===== src/rtl/dmem_burst_master_if.sv =====
`default_nettype none
// ============================================================================
// Module   : dmem_burst_master_if
// Purpose  : Bundles the command, read-stream, write-stream, memory-request
//            and status signals of dmem_burst_master.
// Modports :
//   master - the burst engine (drives cmd_ready, rd_*, wr_ready, mem_* requests,
//            busy/done/err)
//   slave  - the environment (drives commands, rd_ready, write data, mem_rdata)
// Revision : 1.0 - initial release
// ============================================================================
interface dmem_burst_master_if #(
  parameter int DATA_W = 16,
  parameter int ADDR_W = 16,
  parameter int LEN_W  = 8
) ();
  // command channel
  logic              cmd_valid;
  logic              cmd_ready;
  logic              cmd_write;
  logic [ADDR_W-1:0] cmd_base;
  logic [LEN_W-1:0]  cmd_len;
  // read-data stream
  logic [DATA_W-1:0] rd_data;
  logic              rd_valid;
  logic              rd_ready;
  // write-data stream
  logic [DATA_W-1:0] wr_data;
  logic              wr_valid;
  logic              wr_ready;
  // memory request side
  logic              mem_read;
  logic              mem_write;
  logic [ADDR_W-1:0] mem_address;
  logic [DATA_W-1:0] mem_wdata;
  logic [DATA_W-1:0] mem_rdata;
  // status
  logic              busy;
  logic              done;
  logic              err;

  modport master (
    input  cmd_valid, cmd_write, cmd_base, cmd_len,
    output cmd_ready,
    output rd_data, rd_valid,
    input  rd_ready,
    input  wr_data, wr_valid,
    output wr_ready,
    output mem_read, mem_write, mem_address, mem_wdata,
    input  mem_rdata,
    output busy, done, err
  );

  modport slave (
    output cmd_valid, cmd_write, cmd_base, cmd_len,
    input  cmd_ready,
    input  rd_data, rd_valid,
    output rd_ready,
    output wr_data, wr_valid,
    input  wr_ready,
    input  mem_read, mem_write, mem_address, mem_wdata,
    output mem_rdata,
    input  busy, done, err
  );
endinterface
`default_nettype wire


===== src/rtl/dmem_burst_master.sv =====
`default_nettype none
// ============================================================================
// Module   : dmem_burst_master
// Purpose  : Burst read/write engine. A command (base, len, write) is taken
//            in IDLE; reads stream memory words out through a one-entry
//            rd_data register with valid/ready backpressure, writes pass each
//            accepted wr_data word straight to memory in the same cycle.
// Ports    :
//   clk    - single clock, all state changes on posedge
//   reset  - asynchronous, active-high
//   bus    - dmem_burst_master_if.master (command, rd/wr streams, memory
//            request side, busy/done/err status)
// Options  : BURST_BOUNDS_CHECK_EN - when defined, commands whose last address
//            (base + len - 1) lies beyond MEM_TOP are accepted but rejected
//            with a one-cycle err pulse and no memory access. When undefined,
//            err is tied low and addresses simply wrap.
// Revision : 1.0 - initial release
// ============================================================================
module dmem_burst_master #(
  parameter int DATA_W  = 16,
  parameter int ADDR_W  = 16,
  parameter int LEN_W   = 8,
  parameter int MEM_TOP = 1000
) (
  input  wire logic             clk,
  input  wire logic             reset,
  dmem_burst_master_if.master   bus
);

  typedef enum logic [2:0] {
    ST_IDLE     = 3'd0,
    ST_RD       = 3'd1,
    ST_RD_DRAIN = 3'd2,
    ST_WR       = 3'd3,
    ST_DONE     = 3'd4
  } state_t;

  state_t            r_state;
  state_t            w_state_nxt;
  logic [ADDR_W-1:0] r_ptr;
  logic [LEN_W-1:0]  r_rem;
  logic [DATA_W-1:0] r_rd_data;
  logic              r_rd_valid;
  logic              r_done;

  logic              w_accept;   // command handshake this cycle
  logic              w_reject;   // handshake of an out-of-range command
  logic              w_rd_load;  // a memory word is captured into r_rd_data
  logic              w_wr_fire;  // a write word is committed to memory
  logic              w_oob;      // command would run past MEM_TOP

`ifdef BURST_BOUNDS_CHECK_EN
  logic [ADDR_W:0]   w_last_addr;
  logic              r_err;

  // One extra bit so a burst running past the top of the address space is
  // seen as out of range instead of wrapping to a small address.
  assign w_last_addr = {1'b0, bus.cmd_base} + (ADDR_W+1)'(bus.cmd_len)
                       - (ADDR_W+1)'(1);
  assign w_oob       = (w_last_addr > (ADDR_W+1)'(MEM_TOP));

  always_ff @(posedge clk or posedge reset) begin
    if (reset) begin
      r_err <= 1'b0;
    end else begin
      r_err <= w_reject;
    end
  end

  assign bus.err = r_err;
`else
  logic w_unused_mem_top;

  assign w_oob            = 1'b0;
  assign w_unused_mem_top = (MEM_TOP != 0);
  assign bus.err          = 1'b0;
`endif

  // --------------------------------------------------------------------------
  // State register
  // --------------------------------------------------------------------------
  always_ff @(posedge clk or posedge reset) begin
    if (reset) begin
      r_state <= ST_IDLE;
    end else begin
      r_state <= w_state_nxt;
    end
  end

  // --------------------------------------------------------------------------
  // Next-state and datapath strobes
  // --------------------------------------------------------------------------
  always_comb begin
    w_state_nxt = r_state;
    w_accept    = 1'b0;
    w_reject    = 1'b0;
    w_rd_load   = 1'b0;
    w_wr_fire   = 1'b0;
    case (r_state)
      ST_IDLE: begin
        if (bus.cmd_valid) begin
          w_accept = 1'b1;
          // Zero length is checked first: base - 1 would otherwise be
          // judged against MEM_TOP for a burst that touches nothing.
          if (bus.cmd_len == '0) begin
            w_state_nxt = ST_DONE;
          end else if (w_oob) begin
            w_reject    = 1'b1;
            w_state_nxt = ST_IDLE;
          end else if (bus.cmd_write) begin
            w_state_nxt = ST_WR;
          end else begin
            w_state_nxt = ST_RD;
          end
        end
      end
      ST_RD: begin
        // The output register can take a new word when it is empty or is
        // being emptied this same cycle.
        w_rd_load = !r_rd_valid || bus.rd_ready;
        if (w_rd_load && (r_rem == LEN_W'(1))) begin
          w_state_nxt = ST_RD_DRAIN;
        end
      end
      ST_RD_DRAIN: begin
        if (r_rd_valid && bus.rd_ready) begin
          w_state_nxt = ST_DONE;
        end
      end
      ST_WR: begin
        w_wr_fire = bus.wr_valid;
        if (w_wr_fire && (r_rem == LEN_W'(1))) begin
          w_state_nxt = ST_DONE;
        end
      end
      ST_DONE: begin
        w_state_nxt = ST_IDLE;
      end
      default: begin
        w_state_nxt = ST_IDLE;
      end
    endcase
  end

  // --------------------------------------------------------------------------
  // Address pointer and remaining-word counter
  // --------------------------------------------------------------------------
  always_ff @(posedge clk or posedge reset) begin
    if (reset) begin
      r_ptr <= '0;
      r_rem <= '0;
    end else if (w_accept) begin
      r_ptr <= bus.cmd_base;
      r_rem <= bus.cmd_len;
    end else if (w_rd_load || w_wr_fire) begin
      r_ptr <= r_ptr + ADDR_W'(1);   // natural modulo-2^ADDR_W wrap
      r_rem <= r_rem - LEN_W'(1);
    end
  end

  // --------------------------------------------------------------------------
  // Read output register
  // --------------------------------------------------------------------------
  always_ff @(posedge clk or posedge reset) begin
    if (reset) begin
      r_rd_data  <= '0;
      r_rd_valid <= 1'b0;
    end else if (w_rd_load) begin
      r_rd_data  <= bus.mem_rdata;
      r_rd_valid <= 1'b1;
    end else if (r_rd_valid && bus.rd_ready) begin
      r_rd_valid <= 1'b0;
    end
  end

  // --------------------------------------------------------------------------
  // Completion pulse: registered off the DONE state
  // --------------------------------------------------------------------------
  always_ff @(posedge clk or posedge reset) begin
    if (reset) begin
      r_done <= 1'b0;
    end else begin
      r_done <= (r_state == ST_DONE);
    end
  end

  // --------------------------------------------------------------------------
  // Outputs
  // --------------------------------------------------------------------------
  assign bus.cmd_ready   = (r_state == ST_IDLE);
  assign bus.busy        = (r_state != ST_IDLE);
  assign bus.rd_data     = r_rd_data;
  assign bus.rd_valid    = r_rd_valid;
  assign bus.wr_ready    = (r_state == ST_WR);
  assign bus.mem_read    = (r_state == ST_RD);
  assign bus.mem_write   = w_wr_fire;
  // Address comes straight from a register, so it is stable for the whole
  // write cycle.
  assign bus.mem_address = r_ptr;
  assign bus.mem_wdata   = w_wr_fire ? bus.wr_data : '0;
  assign bus.done        = r_done;

endmodule
`default_nettype wire


===== src/flat_wrapper.sv =====
// flat-port wrapper written by rule: the top's interface ports become plain ports
module dmem_burst_master_flat 
#(
  parameter int DATA_W  = 16,
  parameter int ADDR_W  = 16,
  parameter int LEN_W   = 8,
  parameter int MEM_TOP = 1000
)
  (clk, reset, bus_cmd_valid, bus_cmd_write, bus_cmd_base, bus_cmd_len, bus_cmd_ready, bus_rd_data, bus_rd_valid, bus_rd_ready, bus_wr_data, bus_wr_valid, bus_wr_ready, bus_mem_read, bus_mem_write, bus_mem_address, bus_mem_wdata, bus_mem_rdata, bus_busy, bus_done, bus_err);
  dmem_burst_master_if #(.DATA_W(DATA_W), .ADDR_W(ADDR_W), .LEN_W(LEN_W)) bus_i ();
  input  wire logic clk;
  input  wire logic reset;
  input wire logic [$bits(bus_i.cmd_valid)-1:0] bus_cmd_valid;
  input wire logic [$bits(bus_i.cmd_write)-1:0] bus_cmd_write;
  input wire logic [$bits(bus_i.cmd_base)-1:0] bus_cmd_base;
  input wire logic [$bits(bus_i.cmd_len)-1:0] bus_cmd_len;
  output wire logic [$bits(bus_i.cmd_ready)-1:0] bus_cmd_ready;
  output wire logic [$bits(bus_i.rd_data)-1:0] bus_rd_data;
  output wire logic [$bits(bus_i.rd_valid)-1:0] bus_rd_valid;
  input wire logic [$bits(bus_i.rd_ready)-1:0] bus_rd_ready;
  input wire logic [$bits(bus_i.wr_data)-1:0] bus_wr_data;
  input wire logic [$bits(bus_i.wr_valid)-1:0] bus_wr_valid;
  output wire logic [$bits(bus_i.wr_ready)-1:0] bus_wr_ready;
  output wire logic [$bits(bus_i.mem_read)-1:0] bus_mem_read;
  output wire logic [$bits(bus_i.mem_write)-1:0] bus_mem_write;
  output wire logic [$bits(bus_i.mem_address)-1:0] bus_mem_address;
  output wire logic [$bits(bus_i.mem_wdata)-1:0] bus_mem_wdata;
  input wire logic [$bits(bus_i.mem_rdata)-1:0] bus_mem_rdata;
  output wire logic [$bits(bus_i.busy)-1:0] bus_busy;
  output wire logic [$bits(bus_i.done)-1:0] bus_done;
  output wire logic [$bits(bus_i.err)-1:0] bus_err;
  assign bus_i.cmd_valid = bus_cmd_valid;
  assign bus_i.cmd_write = bus_cmd_write;
  assign bus_i.cmd_base = bus_cmd_base;
  assign bus_i.cmd_len = bus_cmd_len;
  assign bus_cmd_ready = bus_i.cmd_ready;
  assign bus_rd_data = bus_i.rd_data;
  assign bus_rd_valid = bus_i.rd_valid;
  assign bus_i.rd_ready = bus_rd_ready;
  assign bus_i.wr_data = bus_wr_data;
  assign bus_i.wr_valid = bus_wr_valid;
  assign bus_wr_ready = bus_i.wr_ready;
  assign bus_mem_read = bus_i.mem_read;
  assign bus_mem_write = bus_i.mem_write;
  assign bus_mem_address = bus_i.mem_address;
  assign bus_mem_wdata = bus_i.mem_wdata;
  assign bus_i.mem_rdata = bus_mem_rdata;
  assign bus_busy = bus_i.busy;
  assign bus_done = bus_i.done;
  assign bus_err = bus_i.err;
  dmem_burst_master #(.DATA_W(DATA_W), .ADDR_W(ADDR_W), .LEN_W(LEN_W), .MEM_TOP(MEM_TOP)) u_core (.clk(clk), .reset(reset), .bus(bus_i));
endmodule

===== config.mk =====
export PLATFORM = sky130hd
export DESIGN_NAME = dmem_burst_master_flat
export DESIGN_NICKNAME = d
export VERILOG_FILES = /design/src/rtl/dmem_burst_master_if.sv /design/src/rtl/dmem_burst_master.sv /design/src/flat_wrapper.sv
export SDC_FILE = /design/constraint.sdc
export NUM_CORES = 1
export LEC_CHECK = 0
export BUFFER_PORTS_ARGS = -buffer_cell sky130_fd_sc_hd__buf_2
export CAP_MARGIN = 20
export CELL_PAD_IN_SITES_DETAIL_PLACEMENT = 1
export CELL_PAD_IN_SITES_GLOBAL_PLACEMENT = 1
export CORE_ASPECT_RATIO = 0.6
export CORE_MARGIN = 2
export CORE_UTILIZATION = 37
export DETAILED_ROUTE_END_ITERATION = 16
export PLACE_DENSITY_LB_ADDON = 0.1
export SLEW_MARGIN = 20
export SYNTH_ARGS = -nofsm -noshare
export SYNTH_HDL_FRONTEND = slang
export SYNTH_SLANG_ARGS = --single-unit
export TNS_END_PERCENT = 5

===== constraint.sdc =====
create_clock -name clk -period 5 [get_ports clk]
set_input_delay 0.5 -clock clk [delete_from_list [all_inputs] [get_ports clk]]
set_output_delay 0.5 -clock clk [all_outputs]
set_load 0.02 [all_outputs]

==> results of run 1 <==
[flip-flops by register name, summed over array words and instances, names as in the netlist]
signal                  cells
u_core.bus.done             1
u_core.bus.mem_address     16
u_core.bus.rd_data         16
u_core.bus.rd_valid         1
u_core.r_rem                8
u_core.r_state              3
[logic make-up after synthesis]
logic type	Yosys count	synth area share (%)
simple gates	119	27.84
compound gates	43	12.70
mux	19	8.416
flops	45	44.82
other cells	1	0.1493
fa+ha+maj	3	1.494
buf+inv	20	3.536
xor+xnor	3	1.046
[final cells by class]
cell class	count	area, µm²
clock buffers	5	125.1
clock inverters	3	25.02
fillers	818	3317
well taps	87	108.9
repair buffers	117	588.1
inverters	8	31.28
flip-flops and latches	45	1126
multi-input cells	188	1297
[synth_stat cells, drive strengths merged, types with 3 or more instances]
library cell  number  share of area [%]
dfrtp             45                 45
clkbuf             5               0.75
buf                7                1.6
or3                4                1.2
nor3               7                1.6
o211ai             5                1.5
nand2b             3               0.75
inv                8                1.2
nand4             10                3.1
a221o              5                2.0
a31oi              5                1.2
a211oi             3               0.90
and3               3               0.75
ha                 3                1.5
and2              17                4.2
mux2              17                7.6
nand3             12                2.6
nor4               9                2.2
o21ai             10                2.0
nor3b              3                1.1
nor2              18                3.0
or4                6                1.8
nand2             20                3.1
[power groups by stage]
stage,clock [mW],combinational [mW],sequential (mW)
floorplan,0,0.587,0.858
CTS,0.347,1.06,0.746
global route,0.364,1.16,0.780
finish,0.343,1.05,0.748
global placement,0,1.03,0.734
detailed placement,0,1.06,0.748
[through the flow]
step | hold slack, ns | cells | util (%) | setup WS, ns | cell area [µm²]
floorplan | 0.5152 | 253 | - | 2.828 | 2512
global placement | 0.4814 | 445 | 47.60 | 2.646 | 3151
detailed placement | 0.4886 | 445 | 47.60 | 2.555 | 3151
CTS | 0.4178 | 453 | 49.87 | 2.556 | 3301
global route | 0.4081 | 453 | 49.89 | 2.374 | 3302
finish | 0.3239 | 453 | 49.89 | 2.553 | 3302
[critical path: stages, from the launching register on]
cell     delay [ns]
dfrtp_1        0.46
and2b_1        0.36
and3_1         0.48
and2_1         0.19
buf_2          0.16
[path summary, 6_finish.rpt]
| path | slack (ns) | depth (start not counted) | endpoint |
|---|---|---|---|
| worst max-delay path | 2.55 | 4 | bus_mem_wdata[14] |
| worst min-delay path | 0.32 | 2 | u_core.bus.mem_address[6] |
| worst max register to register | 2.57 | 4 | u_core.bus.mem_address[6] |
| worst min register to register | 0.50 | 1 | u_core.bus.rd_data[3] |
| max in group asynchronous | 4.19 | 2 | u_core.r_rem[0] |
| min in group clk | 0.42 | 3 | u_core.bus.mem_address[5] |
[layer usage]
layer / up-vias / GRT usage (%)
met3: 7 / 4.095
met4: 0 / 4.688
met5: - / 0
met1: 1171 / 33.33
met2: 74 / 30.75
li1: 1166 / -
==> flow_summary.toml, run 1 <==
[outcome]
status = "finished clean"

[sta]
final-hold-violation-count = 0
finalSetupViolCount = 0
relSlewSlack_pct = 43.25
rsz0062_at_grt = "no"
slew_viol_final = 0
worst_slew_pin_slew_ns = 0.8435
fmax_mhz = 408.7
finalCritPeriodShare_pct = 48.94
finalSetupTns_ns = 0
fin_skew_ns = 0.005570
period_minus_slack_ns = 2.447

[setup_path]
end_kind = "output port"
path_class = "reg -> out"
cp.required_ns = 4.50
crit-reg2reg-launch = "u_core.r_state[1]"
crit_start = "u_core.r_state[2]"
cp.arrival_ns = 1.95
cp_max_fo = 17
crit_path_start_kind = "flip-flop"

[pwr]
ir_drop_uv = 281.6
pwr-share-seq_pct = 34.9
power_density_nw_per_um2 = 648.2
intPower_mw = 1.137
p_sw_share_pct = 46.86
switchingPower_mw = 1.003
clkPwrFrac_pct = 16.0
leakage_nw = 1.549
p_total_mw = 2.140
p_comb_share_pct = 49.0

[global_routing]
grt_first_pass_wirelength_mm = 12.05
antenna_found_initial = 0
gr-total-overflow = 0
grt_max_degree = 46
grtUsageTotal_pct = 21.49
grt_pass1_vias = 2273

[detailed_routing]
vias_per_cell = 5.338
met1Wirelength_mm = 4.059
firstDrtPassIters = 4
met2WireLength_mm = 3.298
drc_errors = 0
dr_total_vias = 2418
maxUsedRoutingLayer = "met4"
drt_iter0_markers = 84
wl_per_cell_um = 17.46
routed_wl_mm = 7.909
drtAntennaViolNets = 0
wl_met3_um = 489

[cells_and_area]
layout_common_cells = "buf_2 (116), dfrtp_1 (45), nand2_1 (19)"
drive_gt1_share_pct = 42.35
nNetsFinal = 430
syn_to_final_growth_pct = 31.42
final_common_cell = "buf_2"
insertedDiodeCount = 0

[cts]
cts_htree_levels = 2
cts_buffers = 5
postCtsSetupBuffers = 0
clockRootBuffer = "clkbuf_16"
post_cts_resized = 0
clock-sinks = 45
hold_buffers = 0
clk_latency_ns = 0.29
cts_buffer_depth = 2
cts_tree = "done"
clk_pin_slew_ns = 0.07

[die]
initial_core_util_pct = 37.96
io_pins = 118
die_x_um = 110.4
die_h_um = 67.83
placementRows = 23
coreArea_um2 = 6619
die_area_um2 = 7487

[yosys]
syn_inst = 253
synth_edf_count = 0
ys_ff_latch = 45
synth.distinct_cells = 55
ys_async_sr_fraction_pct = 100.0
yosysWarnings = 0
yosysSeqAreaShare_pct = 44.82
synth_area_per_cell_um2 = 9.930
synthesis.area_um2 = 2512
synth_ff_type = "dfrtp_1"
synth_fp_nets = 318

[flow_run]
maxCapViolCount = 0

[place]
io_buffers = 116
routabilityCongestion = 0.8319
dpl.hpwl_mm = 5.954

[hold_path]
hold_path_class = "in -> async"
No activity file was read; power rests on OpenSTA's default activity.
==> inputs of run 2 (changes only) <==
--- a/config.mk
+++ b/config.mk
@@ -5,13 +5,14 @@
 export SDC_FILE = /design/constraint.sdc
 export NUM_CORES = 1
 export LEC_CHECK = 0
+export ABC_AREA = 1
 export BUFFER_PORTS_ARGS = -buffer_cell sky130_fd_sc_hd__buf_2
 export CAP_MARGIN = 20
 export CELL_PAD_IN_SITES_DETAIL_PLACEMENT = 1
 export CELL_PAD_IN_SITES_GLOBAL_PLACEMENT = 1
 export CORE_ASPECT_RATIO = 0.6
 export CORE_MARGIN = 2
-export CORE_UTILIZATION = 37
+export CORE_UTILIZATION = 33
 export DETAILED_ROUTE_END_ITERATION = 16
 export PLACE_DENSITY_LB_ADDON = 0.1
 export SLEW_MARGIN = 20
==> constraint.sdc (replaced) <==
create_clock -name clk -period 2.6 [get_ports clk]
set_input_delay 0.26 -clock clk [delete_from_list [all_inputs] [get_ports clk]]
set_output_delay 0.26 -clock clk [all_outputs]
set_load 0.02 [all_outputs]
==> flow_summary.toml, run 2 <==
[yosys]
ys_ff_latch = 45
yosysMostFrequentCell = "nand2_1"
yosysSeqAreaShare_pct = 40.12
synth.distinct_cells = 35
synth_fp_nets = 442
synth_area_per_cell_um2 = 7.444
yosys-top-cells-count = "nand2_1 (106), inv_1 (65), dfrtp_1 (45)"
synthesis.area_um2 = 2806
synth_edf_count = 0
yosysWarnings = 0
synth_top_area_cell = "dfrtp_1"
ys_async_sr_fraction_pct = 100.0
syn_inst = 377
synth_top_area_share_pct = 40.12
synth_ff_type = "dfrtp_1"
netlist_top_cells_area = "dfrtp_1 (40%), nand2_1 (14%), inv_1 (8.7%)"

[sta]
finalCritPeriodShare_pct = 69.31
fmax_mhz = 554.9
fin_skew_ns = 0.005552
period_minus_slack_ns = 1.802
rsz0062_at_grt = "no"
final-hold-violation-count = 0
finalSetupViolCount = 0
slew_viol_final = 0
relSlewSlack_pct = 59.46
worst_slew_pin_slew_ns = 0.6081
finalSetupTns_ns = 0

[pwr]
ir_drop_uv = 385.7
switchingPower_mw = 2.246
power_density_nw_per_um2 = 1292
intPower_mw = 2.468
p_comb_share_pct = 56.9
p_sw_share_pct = 47.64
pwr-share-seq_pct = 28.7
clkPwrFrac_pct = 14.4
leakage_nw = 2.113

[setup_path]
cp_cell_sequence = "nor3_4 -> nand2_4 -> nand2_2 -> nor2_2 -> buf_4 -> a21boi_0 -> nand2_1"
rrSetupSlack_ns = 0.80
cpLargestDelayFamily = "simple AND/OR/NAND/NOR gates"
max_stage_delay_ns = 0.47
crit_start = "u_core.r_state[1]"
worst-path-buf-inv = 1
cp_max_fo = 12
end_kind = "flip-flop"
path_class = "reg -> reg"
crit-reg2reg-launch = "u_core.r_state[1]"
cp.arrival_ns = 1.97
cp_slowest_cell = "dfrtp_1"
crit_path_start_kind = "flip-flop"
cp.required_ns = 2.77

[cts]
post_cts_resized = 0
cts_buffers = 5
clockRootBuffer = "clkbuf_16"
cts_tree = "done"
clock-sinks = 45
hold_buffers = 0
clk_pin_slew_ns = 0.07
clk_latency_ns = 0.28
cts_buffer_depth = 2
postCtsSetupBuffers = 0
cts_htree_levels = 2

[cells_and_area]
final_common_cell = "buf_2"
syn_to_final_growth_pct = 30.00
fin_util_pct = 45.21
layout_common_cells = "buf_2 (116), nand2_1 (106), inv_1 (64)"
nNetsFinal = 560
drive_gt1_share_pct = 32.46
insertedDiodeCount = 0

[hold_path]
hold_path_class = "in -> async"

[die]
initial_core_util_pct = 34.78
die_x_um = 123.1
placementRows = 25
io_pins = 118
die_area_um2 = 9282
coreArea_um2 = 8070
die_h_um = 75.43

[detailed_routing]
dr_total_vias = 2805
drt_iter0_markers = 140
firstDrtPassIters = 4
drtAntennaViolNets = 0
wl_per_cell_um = 13.66
drc_errors = 0
routed_wl_mm = 8.253
vias_per_cell = 4.644

[global_routing]
grt_pass1_vias = 2801
grtUsageTotal_pct = 18.52
grt_first_pass_wirelength_mm = 13.48
grt_max_degree = 46
antenna_found_initial = 0
gr-total-overflow = 0

[place]
dpl.hpwl_mm = 6.430
routabilityCongestion = 0.8209
io_buffers = 116

[flow_run]
maxCapViolCount = 0

[outcome]
status = "finished clean"
run 2: metal layers:
layer | share of wire (%) | routed length, µm | global-route usage, %
met3 | 5.5 | 458 | 4.192
met5 | 0 | 0 | 0
met1 | 52 | 4327 | 26.64
met2 | 42 | 3445 | 29.53
met4 | 0.27 | 22 | 2.273
run 2: cell families after synthesis:
family | after synthesis | synth area share, %
XOR/XNOR | 3 | 0.9364
buffers and inverters | 77 | 11.41
multiplexers | 16 | 7.757
AO/OA/AOI/OAI | 28 | 5.751
other | 1 | 0.1336
flip-flops | 45 | 40.12
adder cells (fa/ha/maj) | 3 | 1.338
AND/OR/NAND/NOR | 204 | 32.55
run 2: path summary, 6_finish.rpt:
| path | to | cells past startpoint |
|---|---|---|
| worst max-delay path | u_core.bus.mem_address[13] | 7 |
| worst max register to register | u_core.bus.mem_address[13] | 7 |
| worst min register to register | u_core.bus.rd_data[2] | 1 |
| max in group asynchronous | u_core.r_state[2] | 3 |
| min in group clk | u_core.bus.mem_address[9] | 3 |
| worst min-delay path | u_core.bus.rd_data[5] | 3 |
run 2: worst min-delay path: stages:
cell	delay [ns]
buf_2	0.10
inv_2	0.03
buf_4	0.50
run 2: layout make-up:
cell class,count,area [µm²]
inverters,67,251.5
multi-input cells,255,1360
clock inverters,1,5.005
clock buffers,7,152.6
flip-flops and latches,45,1126
repair buffers,121,618.1
well taps,108,135.1
fillers,1065,4422
run 2: through the flow:
| stage | instances | total power, mW | cell area, µm² | hold WS [ns] | setup WS, ns |
|---|---|---|---|---|---|
| after floorplan | 377 | 3.303 | 2806 | 0.3929 | 0.9959 |
| after global placement | 596 | 4.001 | 3491 | 0.4568 | 0.9106 |
| after detailed placement | 596 | 4.076 | 3491 | 0.4609 | 0.8104 |
| after CTS | 604 | 4.780 | 3649 | 0.1562 | 0.7827 |
| after global routing | 604 | 5.148 | 3649 | 0.1790 | 0.6191 |
| final | 604 | 4.714 | 3649 | 0.1341 | 0.7980 |
run 2: power by group through the flow:
stage          registers [mW]  clock network [mW]  logic [mW]
2_1_floorplan            1.62                   0        1.69
5_1_grt                  1.41               0.724        3.01
6_report                 1.35               0.679        2.68
3_5_place_dp             1.37                   0        2.71
4_1_cts                  1.36               0.694        2.73
3_3_place_gp             1.35                   0        2.65
